## src/rtl/relu_collector_floating_point32.sv

```systemverilog
`default_nettype none
// ============================================================================
// Module   : relu_collector_floating_point32
// Brief    : Two-stage ReLU on serial FP32 neuron sums, packed into a
//            NUM_NODES-wide layer-output vector with a completion pulse.
// Revision : 1.0 - initial release
// ============================================================================
module relu_collector_floating_point32 #(
    parameter int DATA_WIDTH = 32,
    parameter int NUM_NODES  = 3
) (
    input  logic                            clk,
    input  logic                            rst_n,
    input  logic                            i_valid,
    input  logic [DATA_WIDTH-1:0]           i_data,
    input  logic                            i_clear,
    output logic [NUM_NODES*DATA_WIDTH-1:0] o_data,
    output logic                            o_valid,
    output logic [$clog2(NUM_NODES+1)-1:0]  o_count
);

    localparam int             CW         = $clog2(NUM_NODES + 1);
    localparam logic [CW-1:0]  C_LAST_IDX = CW'(NUM_NODES - 1);
    localparam int             BUF_W      = (NUM_NODES - 1) * DATA_WIDTH;

    logic [CW-1:0]                  r_idx;
    logic                           r_s1_valid;
    logic                           r_s1_last;
    logic [CW-1:0]                  r_s1_slot;
    logic [DATA_WIDTH-1:0]          r_s1_data;
    logic [BUF_W-1:0]               r_buf;
    logic [NUM_NODES*DATA_WIDTH-1:0] r_out;
    logic                           r_out_valid;

    logic [DATA_WIDTH-1:0]          w_relu;
    logic                           w_accept;
    logic                           w_is_last;
    logic                           w_complete;

    // Any sign-set word (including -0, -Inf, negative NaN) clamps to +0.
    assign w_relu     = i_data[DATA_WIDTH-1] ? '0 : i_data;
    assign w_accept   = i_valid && !i_clear;
    assign w_is_last  = (r_idx == C_LAST_IDX);
    assign w_complete = r_s1_valid && r_s1_last;

    // Slot counter and stage-1 register; clear kills only what is entering.
    always_ff @(posedge clk or negedge rst_n) begin
        if (!rst_n) begin
            r_idx      <= '0;
            r_s1_valid <= 1'b0;
            r_s1_last  <= 1'b0;
            r_s1_slot  <= '0;
            r_s1_data  <= '0;
        end else begin
            r_s1_valid <= w_accept;
            if (i_clear) begin
                r_idx <= '0;
            end else if (i_valid) begin
                r_s1_data <= w_relu;
                r_s1_slot <= r_idx;
                r_s1_last <= w_is_last;
                r_idx     <= w_is_last ? '0 : r_idx + 1'b1;
            end
        end
    end

    // The last slot is never stored; it goes straight into the output vector.
    generate
        for (genvar k = 0; k < NUM_NODES - 1; k++) begin : g_slot
            localparam logic [CW-1:0] C_K = CW'(k);
            always_ff @(posedge clk or negedge rst_n) begin
                if (!rst_n) begin
                    r_buf[k*DATA_WIDTH +: DATA_WIDTH] <= '0;
                end else if (r_s1_valid && !r_s1_last && (r_s1_slot == C_K)) begin
                    r_buf[k*DATA_WIDTH +: DATA_WIDTH] <= r_s1_data;
                end
            end
        end
    endgenerate

    always_ff @(posedge clk or negedge rst_n) begin
        if (!rst_n) begin
            r_out       <= '0;
            r_out_valid <= 1'b0;
        end else begin
            r_out_valid <= w_complete;
            if (w_complete) begin
                r_out <= {r_s1_data, r_buf};
            end
        end
    end

    assign o_data  = r_out;
    assign o_valid = r_out_valid;
    assign o_count = r_idx;

endmodule
`default_nettype wire
```

## config.mk

```make
export PLATFORM = sky130hd
export DESIGN_NAME = relu_collector_floating_point32
export DESIGN_NICKNAME = d
export VERILOG_FILES = /design/src/rtl/relu_collector_floating_point32.sv
export SDC_FILE = /design/constraint.sdc
export NUM_CORES = 1
export LEC_CHECK = 0
export ABC_AREA = 0
export BUFFER_PORTS_ARGS = -buffer_cell sky130_fd_sc_hd__buf_4
export CORE_MARGIN = 8
export CORE_UTILIZATION = 25
export CTS_CLUSTER_DIAMETER = 50
export CTS_CLUSTER_SIZE = 8
export DETAILED_ROUTE_END_ITERATION = 6
export HOLD_SLACK_MARGIN = 0.06
export SLEW_MARGIN = 15
export SYNTH_ARGS = -nofsm -noshare
export SYNTH_HDL_FRONTEND = slang
export SYNTH_SLANG_ARGS = --single-unit
```

## constraint.sdc

```tcl
create_clock -name clk -period 1.4 [get_ports clk]
set_input_delay 0.21 -clock clk [delete_from_list [all_inputs] [get_ports clk]]
set_output_delay 0.21 -clock clk [all_outputs]
set_load 0.01 [all_outputs]
```

======== Word-level counts from Yosys, hierarchy flattened ========
Index checks and enable logic that the tools add are counted.
word-level totals
  register bits ........................... 199
  bits in latches ......................... 0
  RAM bits ................................ 0
  ROM bits ................................ 0
  output and inout bits ................... 99
  memories ................................ 0
cells by class
  add/sub/neg operators ................... 1
  multiply operators ...................... 0
  divide/modulo/power cells ............... 0
  magnitude comparators ................... 0
  eq/ne operators ......................... 2
  shifts and indexed selects .............. 0
  mux-type cells .......................... 4
  bitwise operators ....................... 1
  reductions and logical operators ........ 10
operator list
  kind                 count
  $mux 31              1
  $mux 2               3
  $logic_and 1x1->1    5
  $add 2x1->2 const B  1
  $eq 2x1->1 const B   1
  $eq 2x2->1 const B   1
  $logic_not 1->1      2
  $logic_not 2->1      1
  $reduce_and 2->1     1
  $reduce_bool 2->1    1
  $not 1->1            1

======== Depth between registers and ports, before layout ========
Gate-level depths: netlist (run 1).
  word-level depth ........................ 4
  gate-level depth with buffers ........... 4
  depth with buffers taken out ............ 3

======== Least setup slack after synthesis (run 1) ========
No wires, ideal clock.
  kind .................................... reg-to-reg
  from .................................... reg r_s1_last
  to ...................................... reg r_buf[0]
  arrival ................................. 1.309 ns
  data required time ...................... 1.275 ns
  slack ................................... -0.034 ns
  stages on the path, launching flop included .. 4
  cell sequence ........................... dfrtp_1 > nor4b_4 > buf_6 > mux2_2
on the way
  word-level cells in the longest chain between the ends .. 3
RTL lines
  item                            RTL line  source
  start: declaration              28        logic r_s1_last;
  start signal: assignment        61        r_s1_last <= w_is_last;
  $logic_not 1->1                 74        end else if (r_s1_valid && !r_s1_last && (r_s1_slot == C_K)) begin
  $logic_and 1x1->1 (2 in a row)  74
  end signal: indexed assignment  75        r_buf[k*DATA_WIDTH +: DATA_WIDTH] <= r_s1_data;
  end: declaration                31        logic [BUF_W-1:0] r_buf;
No other way between the ends.
A chain may end at the register's enable or synchronous reset.

======== Worst setup path after layout (run 1) ========
  from .................................... reg r_s1_last
  to ...................................... reg r_buf[21]
The elaborated chain is that of the path after synthesis.

==> results of run 1 <==
-- final timing paths --
check / from / to / slack (ns)
max in group asynchronous: rst_n / r_s1_data[27]$_DFFE_PN0P_ / 0.56
hold reg to reg: r_buf[36]$_DFFE_PN0P_ / r_buf[36]$_DFFE_PN0P_ / 0.48
min in group asynchronous: rst_n / o_data[60]$_DFFE_PN0P_ / 0.31
setup / recovery: r_s1_last$_DFFE_PN0P_ / r_buf[21]$_DFFE_PN0P_ / -0.12
hold / removal: i_data[16] / r_s1_data[16]$_DFFE_PN0P_ / 0.13
setup reg to reg: r_s1_last$_DFFE_PN0P_ / r_buf[21]$_DFFE_PN0P_ / -0.12
-- layout by cell type (no fill, tap or decap), drive strengths merged, types with 3 or more instances in the layout --
| master | n |
|---|---|
| buf | 156 |
| conb | 3 |
| dfrtp | 193 |
| mux2 | 189 |
| nor2b | 33 |
| bufinv | 4 |
| dlygate4sd3 | 3 |
| clkbuf | 26 |
| inv | 7 |
-- power by group through the flow --
stage                     combinational (mW)  sequential (mW)  clock, mW
after floorplan                         1.37             7.84          0
after global placement                  3.04             7.82          0
after detailed placement                3.10             7.84          0
after CTS                               3.35             7.76       5.48
after global routing                    3.77             7.94       5.72
final                                   3.49             7.76       5.29
-- timing repair --
| action | CTS | global route |
|---|---|---|
| pin swaps | 1 | 1 |
| hold buffers | 3 | 0 |
| endpoints found under the setup margin | 142 | 151 |
| buffers inserted | 1 | 0 |
| endpoints found under the hold margin | 87 | 0 |
| resized for setup | 42 | 40 |
| cloned | 1 | 7 |
-- through the flow --
step                setup WS (ns)  utilization, %  power, mW  instance area (sq um)
CTS                        -0.106            33.4       16.6                   9870
floorplan                 -0.0211               -       9.21                   7480
detailed placement         -0.156            30.6       10.9                   9040
global route               -0.163            34.4       17.4                  10200
finish                     -0.117            34.4       16.5                  10200
global placement           -0.141            30.6       10.9                   9040
-- tightest hold or removal path: stages --
cell and delay (ns):
sky130_fd_sc_hd__buf_4 0.07, sky130_fd_sc_hd__nor2b_1 0.10, sky130_fd_sc_hd__mux2_2 0.14
-- layer usage --
metal | GRT usage (%) | share of wire [%] | vias to the layer above
met5 | 0 | 0 | -
met4 | 2.98 | 1.0 | 0
met3 | 2.56 | 3.4 | 9
met2 | 15.4 | 47 | 76
met1 | 13.1 | 49 | 2234
li1 | - | - | 1896
-- cell families (layout without fill, tap and decap cells) --
kind of cell | count (synthesis) | count (layout) | synth area share, %
other | 1 | 3 | 0.0502
multiplexers | 189 | 189 | 28.5
AND/OR/NAND/NOR | 40 | 40 | 3.68
AO/OA/AOI/OAI | 2 | 2 | 0.134
flip-flops | 193 | 193 | 64.6
buffers and inverters | 27 | 198 | 3.00
-- sequential cells by signal, indices dropped and copies added, names as in the netlist --
| register | flops |
|---|---|
| o_count | 2 |
| r_s1_slot | 2 |
| r_buf | 62 |
| r_s1_valid | 1 |
| r_s1_last | 1 |
| r_s1_data | 31 |
| o_data | 93 |
| o_valid | 1 |
-- cell type report --
cell class,instances,area [sq um]
multi-input combinational,234,2680
tap,390,488
clock buffer,20,437
sequential,193,4830
clock inverter,12,194
timing repair buffer,165,1550
fill,2894,19400
inverter,1,3.75
==> report_table.html, run 1 <==
<table>
<tr><th>Metric</th><th>Value</th></tr>
<tr><th colspan="2">Clock tree</th></tr>
<tr><td>Clock Path Buffers</td><td>2</td></tr>
<tr><td>Clock latency at the later pin of the worst-skew pair</td><td>0.42 ns</td></tr>
<tr><td>TritonCTS sink count</td><td>193</td></tr>
<tr><td>Number of buffers added by the clock tree synthesis step</td><td>17</td></tr>
<tr><td>Clock tree from TritonCTS</td><td>done</td></tr>
<tr><td>CTS root buffer</td><td>sky130_fd_sc_hd__clkbuf_16</td></tr>
<tr><td>Total number of H-tree levels</td><td>4</td></tr>
<tr><td>Clock transition at the registers of the reported paths</td><td>0.07 ns</td></tr>
<tr><th colspan="2">Route</th></tr>
<tr><td>Vias after detailed routing</td><td>4,215</td></tr>
<tr><td>Iteration-0 DRC count of the detailed router</td><td>104</td></tr>
<tr><td>Average wire per cell in the routed design</td><td>17.9 um</td></tr>
<tr><td>DRC violation count after routing</td><td>0</td></tr>
<tr><td>Post-route antenna net violation count</td><td>0</td></tr>
<tr><td>Post-Route WL</td><td>18,200 um</td></tr>
<tr><td>Vias/cell</td><td>4.15</td></tr>
<tr><td>First-pass detailed-route iteration total</td><td>4</td></tr>
<tr><th colspan="2">Timing</th></tr>
<tr><td>Unrepaired setup endpoints after global routing</td><td>yes</td></tr>
<tr><td>Setup clock skew after layout</td><td>0.0106 ns</td></tr>
<tr><td>Max frequency</td><td>0.659 GHz</td></tr>
<tr><td>Final setup violation count</td><td>146</td></tr>
<tr><td>Count of final hold-check violations</td><td>0</td></tr>
<tr><td>Accumulated negative setup slack</td><td>-6.05 ns</td></tr>
<tr><td>Fin worst setup slack</td><td>-0.117 ns</td></tr>
<tr><td>Final Hold Slack</td><td>0.132 ns</td></tr>
<tr><td>Ratio of final minimum period to clock period</td><td>108%</td></tr>
<tr><td>Max-slew violation total from the final report</td><td>0</td></tr>
<tr><td>Final worst path period need</td><td>1.52 ns</td></tr>
<tr><th colspan="2">Yosys</th></tr>
<tr><td>Most frequent cell after synthesis</td><td>sky130_fd_sc_hd__dfrtp_1</td></tr>
<tr><td>Cells taking the most area after synthesis</td><td>sky130_fd_sc_hd__dfrtp_1 (65%), sky130_fd_sc_hd__mux2_2 (28%), sky130_fd_sc_hd__nor2b_1 (2.8%)</td></tr>
<tr><td>Cell taking the most area after synthesis</td><td>sky130_fd_sc_hd__dfrtp_1</td></tr>
<tr><td>Share of the yosys chip area belonging to registers</td><td>64.6%</td></tr>
<tr><td>Yosys warning total</td><td>0</td></tr>
<tr><td>Post-synth EDFFs</td><td>0</td></tr>
<tr><td>Top-area cell type share of the netlist area</td><td>64.6%</td></tr>
<tr><td>Synth Instances</td><td>452</td></tr>
<tr><td>Primary FF master, synth</td><td>sky130_fd_sc_hd__dfrtp_1</td></tr>
<tr><td>Average instance area after synthesis</td><td>16.5 sq um</td></tr>
<tr><td>Post-synthesis instance area</td><td>0.00747 sq mm</td></tr>
<tr><td>Share of flip-flops with an asynchronous set or reset</td><td>100%</td></tr>
<tr><td>List of most frequent post-synthesis cells</td><td>sky130_fd_sc_hd__dfrtp_1 (193), sky130_fd_sc_hd__mux2_2 (185), sky130_fd_sc_hd__nor2b_1 (33), sky130_fd_sc_hd__buf_6 (11), sky130_fd_sc_hd__buf_4 (10)</td></tr>
<tr><td>Flip-flop and latch count after synthesis</td><td>193</td></tr>
<tr><td>Number of distinct standard cells referenced by the synthesized netlist</td><td>17</td></tr>
<tr><th colspan="2">Floorplan</th></tr>
<tr><td>Effective utilization at floorplan</td><td>25.3%</td></tr>
<tr><td>Site row count</td><td>63</td></tr>
<tr><td>Die area</td><td>0.0357 sq mm</td></tr>
<tr><td>Die outline height</td><td>189 um</td></tr>
<tr><td>Area of the placeable core</td><td>0.0296 sq mm</td></tr>
<tr><td>Horizontal die dimension</td><td>189 um</td></tr>
<tr><td>I/O pins</td><td>135</td></tr>
<tr><th colspan="2">Critical path</th></tr>
<tr><td>Top fanout value on the critical path</td><td>9</td></tr>
<tr><td>Worst path required time</td><td>1.70 ns</td></tr>
<tr><td>Critical-path cell list</td><td>nor4b_4 &gt; buf_6 &gt; buf_12 &gt; mux2_4</td></tr>
<tr><td>Worst Setup Start Kind</td><td>flop</td></tr>
<tr><td>Delay of the slowest cell on the worst path</td><td>0.43 ns</td></tr>
<tr><td>Total stage count of the critical path</td><td>4</td></tr>
<tr><td>Arr. time, crit path</td><td>1.82 ns</td></tr>
<tr><td>Master of the slowest instance on the critical path</td><td>sky130_fd_sc_hd__dfrtp_1</td></tr>
<tr><td>Critical path endpoint category</td><td>flop</td></tr>
<tr><td>CP Buf/Inv Count</td><td>2</td></tr>
<tr><td>Family with the most delay on the worst path</td><td>flip-flops</td></tr>
<tr><td>R2R cell count</td><td>4</td></tr>
<tr><td>Type of the worst setup path</td><td>reg -&gt; reg</td></tr>
<tr><th colspan="2">Power and ir drop</th></tr>
<tr><td>Ratio of total power to cell area</td><td>1630 mW/mm^2</td></tr>
<tr><td>Switching power summed over all nets</td><td>4.30 mW</td></tr>
<tr><td>Clock Power Share</td><td>32.0%</td></tr>
<tr><td>Switching part of the total</td><td>26.0%</td></tr>
<tr><td>Max rail drop VDD</td><td>0.000710 V</td></tr>
<tr><td>Sequential power share</td><td>46.9%</td></tr>
<tr><td>Leakage power figure</td><td>5.07 nW</td></tr>
<tr><td>Total internal power</td><td>12.2 mW</td></tr>
<tr><td>Comb pwr share</td><td>21.1%</td></tr>
<tr><th colspan="2">Place</th></tr>
<tr><td>IO Port Bufs</td><td>131</td></tr>
<tr><td>Detailed Place HPWL</td><td>11,400 um</td></tr>
<tr><td>Final weighted congestion in routability-driven placement</td><td>0.655</td></tr>
<tr><td>Placed cells</td><td>971</td></tr>
<tr><th colspan="2">Hold path</th></tr>
<tr><td>Class of the tightest hold or removal check</td><td>in -&gt; reg</td></tr>
<tr><td>Min-Delay Path Depth</td><td>3</td></tr>
<tr><th colspan="2">Global route</th></tr>
<tr><td>Maximum number of pins on one net before global-route repair</td><td>39</td></tr>
<tr><td>Total GRT Usage</td><td>9.82%</td></tr>
<tr><td>Final global-route overflow total</td><td>0</td></tr>
<tr><td>Vias in the first global route</td><td>4,633</td></tr>
<tr><td>Number of antenna violations at the first check in global routing</td><td>0</td></tr>
<tr><td>First-pass GRT wire length</td><td>27,600 um</td></tr>
<tr><th colspan="2">Run status</th></tr>
<tr><td>Violated checks</td><td>setup timing</td></tr>
<tr><td>Result of the run</td><td>finished with violations</td></tr>
<tr><th colspan="2">Cells and area</th></tr>
<tr><td>Layout overhead on the synthesized area</td><td>36.3%</td></tr>
<tr><td>Proportion of layout cells with a drive suffix above 1</td><td>61.6%</td></tr>
<tr><td>Diode insertion count for antenna repair</td><td>0</td></tr>
<tr><td>Number of nets in the finished design</td><td>648</td></tr>
<tr><td>Finished Layout Cells</td><td>1,015</td></tr>
<tr><th colspan="2">Job</th></tr>
<tr><td>Maximum capacitance violations</td><td>0</td></tr>
</table>
No activity file was read; power rests on OpenSTA's default activity.
==> run 2, diff against run 1 <==
Settings changed: CTS_BUF_LIST set to sky130_fd_sc_hd__clkbuf_8 sky130_fd_sc_hd__clkbuf_16, GPL_TIMING_DRIVEN set to 0, PLACE_DENSITY set to 0.55.
==> report_table.html, run 2 (synthesis gave the netlist of run 1 again) <==
<table>
<tr><th>Metric</th><th>Value</th></tr>
<tr><th colspan="2">Floorplan</th></tr>
<tr><td>Area of the placeable core</td><td>0.0296 sq mm (unchanged)</td></tr>
<tr><td>Site row count</td><td>63 (unchanged)</td></tr>
<tr><td>Die area</td><td>0.0357 sq mm (unchanged)</td></tr>
<tr><td>I/O pins</td><td>135 (unchanged)</td></tr>
<tr><td>Effective utilization at floorplan</td><td>25.3% (unchanged)</td></tr>
<tr><td>Horizontal die dimension</td><td>189 um (unchanged)</td></tr>
<tr><td>Die outline height</td><td>189 um (unchanged)</td></tr>
<tr><th colspan="2">Cells and area</th></tr>
<tr><td>Finished Layout Cells</td><td>1,013 (was 1,015)</td></tr>
<tr><td>Commonest non-fill, non-tap cell in the layout</td><td>sky130_fd_sc_hd__dfrtp_1 (unchanged)</td></tr>
<tr><td>Proportion of layout cells with a drive suffix above 1</td><td>61.3% (was 61.6%)</td></tr>
<tr><td>Diode insertion count for antenna repair</td><td>0 (unchanged)</td></tr>
<tr><td>Max FFs per register</td><td>93 (unchanged)</td></tr>
<tr><td>Post-layout util</td><td>33.5% (was 34.4%)</td></tr>
<tr><td>Post-route cell area</td><td>0.00991 sq mm (was 0.0102 sq mm)</td></tr>
<tr><td>Number of nets in the finished design</td><td>646 (was 648)</td></tr>
<tr><td>Commonest cells after routing, fill and taps aside</td><td>sky130_fd_sc_hd__dfrtp_1 (192), sky130_fd_sc_hd__buf_4 (138), sky130_fd_sc_hd__mux2_2 (136), sky130_fd_sc_hd__mux2_4 (51), sky130_fd_sc_hd__nor2b_1 (33) (was sky130_fd_sc_hd__dfrtp_1 (193), sky130_fd_sc_hd__buf_4 (138), sky130_fd_sc_hd__mux2_2 (127), sky130_fd_sc_hd__mux2_4 (61), sky130_fd_sc_hd__nor2b_1 (32))</td></tr>
<tr><td>Layout overhead on the synthesized area</td><td>32.7% (was 36.3%)</td></tr>
<tr><th colspan="2">Place</th></tr>
<tr><td>Detailed Place HPWL</td><td>12,000 um (was 11,400 um)</td></tr>
<tr><td>Post-DP Area</td><td>0.00898 sq mm (was 0.00904 sq mm)</td></tr>
<tr><td>IO Port Bufs</td><td>131 (unchanged)</td></tr>
<tr><td>Placed cells</td><td>976 (was 971)</td></tr>
<tr><td>Final weighted congestion in routability-driven placement</td><td>0.670 (was 0.655)</td></tr>
<tr><th colspan="2">Power and ir drop</th></tr>
<tr><td>Ratio of total power to cell area</td><td>1600 mW/mm^2 (was 1630 mW/mm^2)</td></tr>
<tr><td>Max rail drop VDD</td><td>0.000675 V (was 0.000710 V)</td></tr>
<tr><td>Leakage power figure</td><td>4.94 nW (was 5.07 nW)</td></tr>
<tr><th colspan="2">Job</th></tr>
<tr><td>Maximum capacitance violations</td><td>0 (unchanged)</td></tr>
<tr><th colspan="2">Global route</th></tr>
<tr><td>First-pass GRT wire length</td><td>28,200 um (was 27,600 um)</td></tr>
<tr><td>Number of antenna violations at the first check in global routing</td><td>0 (unchanged)</td></tr>
<tr><td>Total GRT Usage</td><td>10.2% (was 9.82%)</td></tr>
<tr><td>Final global-route overflow total</td><td>0 (unchanged)</td></tr>
<tr><td>Vias in the first global route</td><td>4,644 (was 4,633)</td></tr>
<tr><td>Maximum number of pins on one net before global-route repair</td><td>99 (was 39)</td></tr>
<tr><th colspan="2">Critical path</th></tr>
<tr><td>Type of the worst setup path</td><td>reg -&gt; reg (unchanged)</td></tr>
<tr><td>Worst setup slack for register-to-register paths</td><td>-0.10 ns (was -0.12 ns)</td></tr>
<tr><td>R2R cell count</td><td>4 (unchanged)</td></tr>
<tr><td>Launching point of the worst reg2reg path</td><td>r_s1_slot[0]$_DFFE_PN0P_ (was r_s1_last$_DFFE_PN0P_)</td></tr>
<tr><td>Critical path endpoint category</td><td>flop (unchanged)</td></tr>
<tr><td>Worst path required time</td><td>1.71 ns (was 1.70 ns)</td></tr>
<tr><td>Arr. time, crit path</td><td>1.81 ns (was 1.82 ns)</td></tr>
<tr><td>Worst setup path end</td><td>r_buf[8]$_DFFE_PN0P_ (was r_buf[21]$_DFFE_PN0P_)</td></tr>
<tr><td>Worst Setup Start Kind</td><td>flop (unchanged)</td></tr>
<tr><td>Crit. Startpoint</td><td>r_s1_slot[0]$_DFFE_PN0P_ (was r_s1_last$_DFFE_PN0P_)</td></tr>
<tr><td>Worst r2r dst</td><td>r_buf[8]$_DFFE_PN0P_ (was r_buf[21]$_DFFE_PN0P_)</td></tr>
<tr><td>Top fanout value on the critical path</td><td>10 (was 9)</td></tr>
<tr><th colspan="2">Hold path</th></tr>
<tr><td>Class of the tightest hold or removal check</td><td>in -&gt; async (was in -&gt; reg)</td></tr>
<tr><th colspan="2">Timing</th></tr>
<tr><td>Final Hold Slack</td><td>-0.181 ns (was 0.132 ns)</td></tr>
<tr><td>Count of final hold-check violations</td><td>95 (was 0)</td></tr>
<tr><td>Normalized max-slew margin</td><td>51.6%</td></tr>
<tr><td>Max-slew violation total from the final report</td><td>0 (unchanged)</td></tr>
<tr><td>Final setup violation count</td><td>61 (was 146)</td></tr>
<tr><td>Ratio of final minimum period to clock period</td><td>107% (was 108%)</td></tr>
<tr><td>Setup clock skew after layout</td><td>0.00876 ns (was 0.0106 ns)</td></tr>
<tr><td>Max frequency</td><td>0.666 GHz (was 0.659 GHz)</td></tr>
<tr><td>Final worst path period need</td><td>1.50 ns (was 1.52 ns)</td></tr>
<tr><td>Worst slew pin tran</td><td>0.726 ns</td></tr>
<tr><td>Unrepaired setup endpoints after global routing</td><td>yes (unchanged)</td></tr>
<tr><td>Fin worst setup slack</td><td>-0.100 ns (was -0.117 ns)</td></tr>
<tr><th colspan="2">Clock tree</th></tr>
<tr><td>CTS root buffer</td><td>sky130_fd_sc_hd__clkbuf_16 (unchanged)</td></tr>
<tr><td>TritonCTS sink count</td><td>193 (unchanged)</td></tr>
<tr><td>Hold_buf cts</td><td>2 (was 3)</td></tr>
<tr><td>Number of buffers added by the clock tree synthesis step</td><td>17 (unchanged)</td></tr>
<tr><td>Clock latency at the later pin of the worst-skew pair</td><td>0.43 ns (was 0.42 ns)</td></tr>
<tr><td>Clock Path Buffers</td><td>2 (unchanged)</td></tr>
<tr><td>Clock transition at the registers of the reported paths</td><td>0.08 ns (was 0.07 ns)</td></tr>
<tr><td>Total number of H-tree levels</td><td>4 (unchanged)</td></tr>
<tr><td>Clock tree from TritonCTS</td><td>done (unchanged)</td></tr>
<tr><th colspan="2">Route</th></tr>
<tr><td>Post-route antenna net violation count</td><td>0 (unchanged)</td></tr>
<tr><td>DRC violation count after routing</td><td>0 (unchanged)</td></tr>
<tr><td>Iteration-0 DRC count of the detailed router</td><td>199 (was 104)</td></tr>
<tr><td>Post-Route WL</td><td>17,800 um (was 18,200 um)</td></tr>
<tr><td>Vias after detailed routing</td><td>4,123 (was 4,215)</td></tr>
<tr><td>Vias/cell</td><td>4.07 (was 4.15)</td></tr>
<tr><td>Average wire per cell in the routed design</td><td>17.6 um (was 17.9 um)</td></tr>
<tr><td>First-pass detailed-route iteration total</td><td>4 (unchanged)</td></tr>
<tr><th colspan="2">Run status</th></tr>
<tr><td>Result of the run</td><td>finished with violations (unchanged)</td></tr>
<tr><td>Violated checks</td><td>hold timing, setup timing (was setup timing)</td></tr>
</table>
[run 2: worst min path at each step]
stage,from,to,slack (ns)
6_report,rst_n,o_data[75]$_DFFE_PN0P_,-0.18
5_1_grt,rst_n,o_data[74]$_DFFE_PN0P_,-0.16
4_1_cts,rst_n,o_data[75]$_DFFE_PN0P_,-0.17
3_5_place_dp,rst_n,o_data[75]$_DFFE_PN0P_,0.30
3_3_place_gp,i_clear,o_count[1]$_DFFE_PN0P_,0.39
2_1_floorplan,rst_n,o_count[0]$_DFFE_PN0P_,-0.09
[run 2: routing by layer]
metal,up-vias,wire length (um),global-route usage (%)
li1,1883,-,-
met1,2161,8400,13.4
met2,70,8670,16.5
met3,9,585,2.35
met4,0,176,2.98
met5,-,0,0
[run 2: area by class of cell]
type	count	area [sq um]
plain buffers	26	330
clock buffers	19	453
clock inverters	13	118
fillers	2937	19600
inverters	1	3.75
multi-input cells	234	2620
flip-flops and latches	193	4830
well taps	390	488
repair buffers	137	1070
[run 2: per-stage QoR]
step | power, mW | worst slack (ns) | TNS, ns
after global placement | 10.8 | -1.28 | -257.85
after detailed placement | 10.9 | -0.294 | -16.65
after CTS | 16.1 | -0.103 | -4.43
final | 15.9 | -0.100 | -4.12
after floorplan | 9.21 | -0.0211 | -0.599
after global routing | 16.8 | -0.166 | -7.57
[run 2: critical path: stages (launching register included)]
cell,delay (ns)
sky130_fd_sc_hd__dfrtp_1,0.42
sky130_fd_sc_hd__nor4b_4,0.30
sky130_fd_sc_hd__buf_6,0.18
sky130_fd_sc_hd__buf_12,0.15
sky130_fd_sc_hd__mux2_2,0.33
[run 2: power by group]
group,total (mW),internal (mW),switching (mW)
registers,7.74,6.91,0.832
logic,3.38,2.21,1.17
clock network,4.78,2.45,2.34
[run 2: what timing repair did]
action	in CTS	in global routing
pin swaps	1	0
gates resized for setup	68	16
buffers inserted	3	0
setup endpoints to repair	141	142
endpoints found under the hold margin	97	95
